### src/rtl/parking_pkg.sv
// Shared types and defaults for the parking lot occupancy controller.
package parking_pkg;

  typedef enum logic [2:0] {
    IDLE,
    ENT_A,
    ENT_AB,
    ENT_B,
    EXT_B,
    EXT_AB,
    EXT_A,
    WAIT_CLR
  } lot_state_t;

  localparam int DEF_CAPACITY = 3;
  localparam int DEF_CNT_W    = 2;

endpackage

### src/rtl/parking_lot_ctrl_sensor_sync.sv
// Multi-flop synchronizer for one asynchronous sensor line.
module sensor_sync #(
  parameter int SYNC_STAGES = 2
) (
  input  logic clk,
  input  logic reset_n,
  input  logic d,
  output logic q
);

  logic [SYNC_STAGES-1:0] sync_q;
  logic [SYNC_STAGES-1:0] sync_d;

  always_comb begin
    sync_d[0] = d;
    for (int i = 1; i < SYNC_STAGES; i++) begin
      sync_d[i] = sync_q[i-1];
    end
  end

  always_ff @(posedge clk or negedge reset_n) begin
    if (!reset_n) begin
      sync_q <= '0;
    end else begin
      sync_q <= sync_d;
    end
  end

  assign q = sync_q[SYNC_STAGES-1];

endmodule

### src/rtl/parking_lot_ctrl.sv
// Direction-decoding FSM and saturating occupancy counter for a small lot;
// cars feeds the spot/FULL display decoder directly.
module parking_lot_ctrl
  import parking_pkg::*;
#(
  parameter int CAPACITY    = DEF_CAPACITY,
  parameter int CNT_W       = DEF_CNT_W,
  parameter int SYNC_STAGES = 2
) (
  input  logic             clk,
  input  logic             reset_n,
  input  logic             sensor_a,
  input  logic             sensor_b,
  output logic [CNT_W-1:0] cars,
  output logic             full,
  output logic             enter_p,
  output logic             exit_p,
  output logic             reject_p,
  output logic             underflow_p
);

  localparam logic [CNT_W-1:0] CAP_C = CNT_W'(CAPACITY);

  logic       a_s, b_s;
  logic [1:0] ab;

  lot_state_t       state_q, state_d;
  logic [CNT_W-1:0] cars_q, cars_d;
  logic             full_q, full_d;
  logic             enter_q, enter_d;
  logic             exit_q, exit_d;
  logic             reject_q, reject_d;
  logic             underflow_q, underflow_d;
  logic             enter_ev, exit_ev;

  sensor_sync #(.SYNC_STAGES(SYNC_STAGES)) u_sync_a (
    .clk     (clk),
    .reset_n (reset_n),
    .d       (sensor_a),
    .q       (a_s)
  );

  sensor_sync #(.SYNC_STAGES(SYNC_STAGES)) u_sync_b (
    .clk     (clk),
    .reset_n (reset_n),
    .d       (sensor_b),
    .q       (b_s)
  );

  assign ab = {a_s, b_s};

  // Exit states mirror the entry states with the roles of A and B swapped.
  always_comb begin
    state_d  = state_q;
    enter_ev = 1'b0;
    exit_ev  = 1'b0;
    case (state_q)
      IDLE: begin
        case (ab)
          2'b10:   state_d = ENT_A;
          2'b01:   state_d = EXT_B;
          2'b11:   state_d = WAIT_CLR;
          default: state_d = IDLE;
        endcase
      end
      ENT_A: begin
        case (ab)
          2'b11:   state_d = ENT_AB;
          2'b00:   state_d = IDLE;
          2'b01:   state_d = WAIT_CLR;
          default: state_d = ENT_A;
        endcase
      end
      ENT_AB: begin
        case (ab)
          2'b01:   state_d = ENT_B;
          2'b10:   state_d = ENT_A;
          2'b00:   state_d = IDLE;
          default: state_d = ENT_AB;
        endcase
      end
      ENT_B: begin
        case (ab)
          2'b00: begin
            state_d  = IDLE;
            enter_ev = 1'b1;
          end
          2'b11:   state_d = ENT_AB;
          2'b10:   state_d = WAIT_CLR;
          default: state_d = ENT_B;
        endcase
      end
      EXT_B: begin
        case (ab)
          2'b11:   state_d = EXT_AB;
          2'b00:   state_d = IDLE;
          2'b10:   state_d = WAIT_CLR;
          default: state_d = EXT_B;
        endcase
      end
      EXT_AB: begin
        case (ab)
          2'b10:   state_d = EXT_A;
          2'b01:   state_d = EXT_B;
          2'b00:   state_d = IDLE;
          default: state_d = EXT_AB;
        endcase
      end
      EXT_A: begin
        case (ab)
          2'b00: begin
            state_d = IDLE;
            exit_ev = 1'b1;
          end
          2'b11:   state_d = EXT_AB;
          2'b01:   state_d = WAIT_CLR;
          default: state_d = EXT_A;
        endcase
      end
      WAIT_CLR: begin
        if (ab == 2'b00) state_d = IDLE;
      end
      default: state_d = IDLE;
    endcase
  end

  // Count clamps at both ends; a blocked event raises its own strobe instead.
  always_comb begin
    cars_d      = cars_q;
    enter_d     = 1'b0;
    exit_d      = 1'b0;
    reject_d    = 1'b0;
    underflow_d = 1'b0;
    if (enter_ev) begin
      if (cars_q < CAP_C) begin
        cars_d  = cars_q + CNT_W'(1);
        enter_d = 1'b1;
      end else begin
        reject_d = 1'b1;
      end
    end else if (exit_ev) begin
      if (cars_q != '0) begin
        cars_d = cars_q - CNT_W'(1);
        exit_d = 1'b1;
      end else begin
        underflow_d = 1'b1;
      end
    end
    full_d = (cars_d == CAP_C);
  end

  always_ff @(posedge clk or negedge reset_n) begin
    if (!reset_n) begin
      state_q     <= IDLE;
      cars_q      <= '0;
      full_q      <= 1'b0;
      enter_q     <= 1'b0;
      exit_q      <= 1'b0;
      reject_q    <= 1'b0;
      underflow_q <= 1'b0;
    end else begin
      state_q     <= state_d;
      cars_q      <= cars_d;
      full_q      <= full_d;
      enter_q     <= enter_d;
      exit_q      <= exit_d;
      reject_q    <= reject_d;
      underflow_q <= underflow_d;
    end
  end

  assign cars        = cars_q;
  assign full        = full_q;
  assign enter_p     = enter_q;
  assign exit_p      = exit_q;
  assign reject_p    = reject_q;
  assign underflow_p = underflow_q;

endmodule

### config.mk
export PLATFORM = sky130hd
export DESIGN_NAME = parking_lot_ctrl
export DESIGN_NICKNAME = d
export VERILOG_FILES = /design/src/rtl/parking_pkg.sv /design/src/rtl/parking_lot_ctrl_sensor_sync.sv /design/src/rtl/parking_lot_ctrl.sv
export SDC_FILE = /design/constraint.sdc
export NUM_CORES = 1
export LEC_CHECK = 0
export ABC_AREA = 1
export CORE_MARGIN = 1.5
export CORE_UTILIZATION = 35
export DETAILED_ROUTE_END_ITERATION = 8
export GPL_TIMING_DRIVEN = 0
export PLACE_DENSITY_LB_ADDON = 0.08
export SETUP_SLACK_MARGIN = 0.5
export SYNTH_ARGS = -nofsm -noshare
export SYNTH_HDL_FRONTEND = slang
export SYNTH_SLANG_ARGS = --single-unit
### constraint.sdc
create_clock -name clk -period 1.6 [get_ports clk]
set_input_delay 0.16 -clock clk [delete_from_list [all_inputs] [get_ports clk]]
set_output_delay 0.16 -clock clk [all_outputs]
set_load 0.01 [all_outputs]
==> metrics.txt <==
Synth Cell Area 728.2 um2; DIE WIDTH 48.62 um; Final Skew 3.039 ps; WL final 1437 um; Gate Count Post-Synth 79; startpoint types register; Clock Sinks 14; Synth Flop Type dfrtp_1; leading area contributor after synthesis dfrtp_1; Initial Util 0.3712; crit share post-route 0.7668; EDFF count, synth 0; largest cells by area after synthesis dfrtp_1 48%, ha_1 14%, nand2_1 7.7%; remaining global-route overflow 0; # setup viols final 0; DRC viols 0; Static Leak 0.5185 nW; synthesis warning total 0; vias in the first global route 613; final max-slew violation count 0; worst-margin pin slew 590.9 ps; Max IR drop VDD 0.9684 mV; ys async rst share 1.000; commonest cells after routing, fill and taps aside 14 x nand2_1, 12 x dfrtp_1, 9 x buf_4; Final Wtd Congestion 0.7998; largest net degree at the start of global routing 15; 1st-iter DRT viols 9; Synthesized Nets 91; Die Area 2363 um2; placed cells 116; CP Max Fanout 4; Crit path max-delay family flip-flops; clk root buf clkbuf_4; first-pass GRT wire length 2539 um; number of diodes 0; vias per cell 4.773; share of layout cells above drive strength 1 0.4000; fin cells 132; final net count 118; port buffer count 10; status finished, final reports clean; TritonCTS clock tree built; R2R Path End state_q[0]; Cell variety after synth 18; Setup CP Type register to register; Max Root-Sink Buffers 2; Synth Area per Inst 9.218 um2; top cell type's share of synthesized area 0.4811; Die Ht 48.62 um; max incr delay on CP 450 ps; wire per inst 10.89 um; flops & latches, synth 14; P per Cell Area 1153 nW/um2; crit path DAT 1380 ps; Worst Path Buf+Inv 1; slowest CP cell dfrtp_2; fmax 815.0 MHz; Worst EP required 1760 ps; Rows 16; flop2flop setup slack 370 ps; IO Pins 11; WHS 256.7 ps; Hold WC Path Type primary input to asynchronous set/reset pin; Tmin final 1227 ps; RR Startpoint u_sync_a.sync_q[1]; H-Tree Depth 1; most common cell after layout, fill and taps aside nand2_1; Worst slew margin 0.6048; routed via count 630; number of max-cap violations 0; Area Overhead vs Synth 53.61%; final hold vios 0; Critical Path, Cell by Cell buf_4 > ha_2 > nand4_1 > o21ai_0 > nor2_1 > nand3_1; register area share after synthesis 0.4811; first-pass iteration count of the detailed router 4; initial antenna violation count 0; antenna viol nets, final 0; clk_lat worst skew 270 ps; R2R depth 6; setup TNS 0 ps; CTS Buf Count 3; core area 1962 um2; Setup crit end kind register; Global Route Usage Sum 0.1371; DPL Wire Length 947.4 um; Reg clk slew, reported paths 80 ps; RSZ-0062 raised after global routing true
==> how the worst max path moves through the flow <==
stage          cells past startpoint         end                from  slack, ps
2_1_floorplan                      7     cars[0]  u_sync_b.sync_q[1]        460
3_3_place_gp                       7     cars[0]  u_sync_a.sync_q[1]        380
3_5_place_dp                       6  state_q[1]  u_sync_a.sync_q[1]        350
4_1_cts                            6  state_q[0]  u_sync_a.sync_q[1]        360
5_1_grt                            4        full  u_sync_b.sync_q[1]        300
6_report                           6  state_q[0]  u_sync_a.sync_q[1]        370
==> registers in the layout, summed over array words and instances (netlist names) <==
register         flops
u_sync_a.sync_q      2
enter_p              1
full                 1
u_sync_b.sync_q      2
state_q              3
exit_p               1
underflow_p          1
reject_p             1
cars                 2
==> where the power goes <==
part	switching (W)	total, W	internal, W
logic	0.000300	0.000512	0.000212
clock network	0.000103	0.000242	0.000138
registers	0.000107	0.000536	0.000429
==> per-stage QoR <==
stage | total power (W) | area [um2] | setup WS [ps] | utilization
2_1_floorplan | 0.0008307 | 762.0 | 459.1 | -
3_3_place_gp | 0.0009847 | 895.9 | 375.7 | 0.4566
3_5_place_dp | 0.0009834 | 895.9 | 353.3 | 0.4566
4_1_cts | 0.001269 | 1051 | 359.2 | 0.5357
5_1_grt | 0.001399 | 1119 | 302.4 | 0.5702
6_report | 0.001290 | 1119 | 373.1 | 0.5702
==> cells in the mapped netlist (3+ instances only) <==
library cell	n
nor2_1	8
inv_1	7
o21ai_1	3
dfrtp_1	14
ha_1	8
nand3_1	5
nand2_1	15
inv_2	4
==> cell families after synthesis <==
logic type               after synthesis  synth area share
flip-flops                            14            0.4811
adder cells (fa/ha/maj)                8            0.1375
AND/OR/NAND/NOR                       35            0.2285
AO/OA/AOI/OAI                         11           0.09622
buffers and inverters                 11           0.05670
==> metal layers <==
layer / vias to the layer above / wire [um] / GRT usage
li1: 314 / - / -
met1: 291 / 679 / 0.1610
met2: 25 / 680 / 0.2420
met3: 0 / 78 / 0.05556
met4: 0 / 0 / 0.01429
met5: - / 0 / 0
==> repair_timing <==
action,4_1_cts,5_1_grt
hold buffers,0,0
pin swaps,9,4
setup endpoints to repair,17,16
setup buffers,7,5
resized for setup,26,12
==> worst reg2reg max path, stage by stage (launching register included) <==
cell,delay (ps)
dfrtp_2,450
buf_4,150
ha_2,180
nand4_1,80
o21ai_0,80
nor2_1,100
nand3_1,80
==> final cells by class <==
class,count,area [um2]
timing repair buffer,22,205.2
inverter,11,46.29
fill,175,843.3
sequential,14,352.8
multi-input combinational,54,444.2
tap,27,33.78
clock buffer,4,36.28
Power figures use the tool's default switching activity.
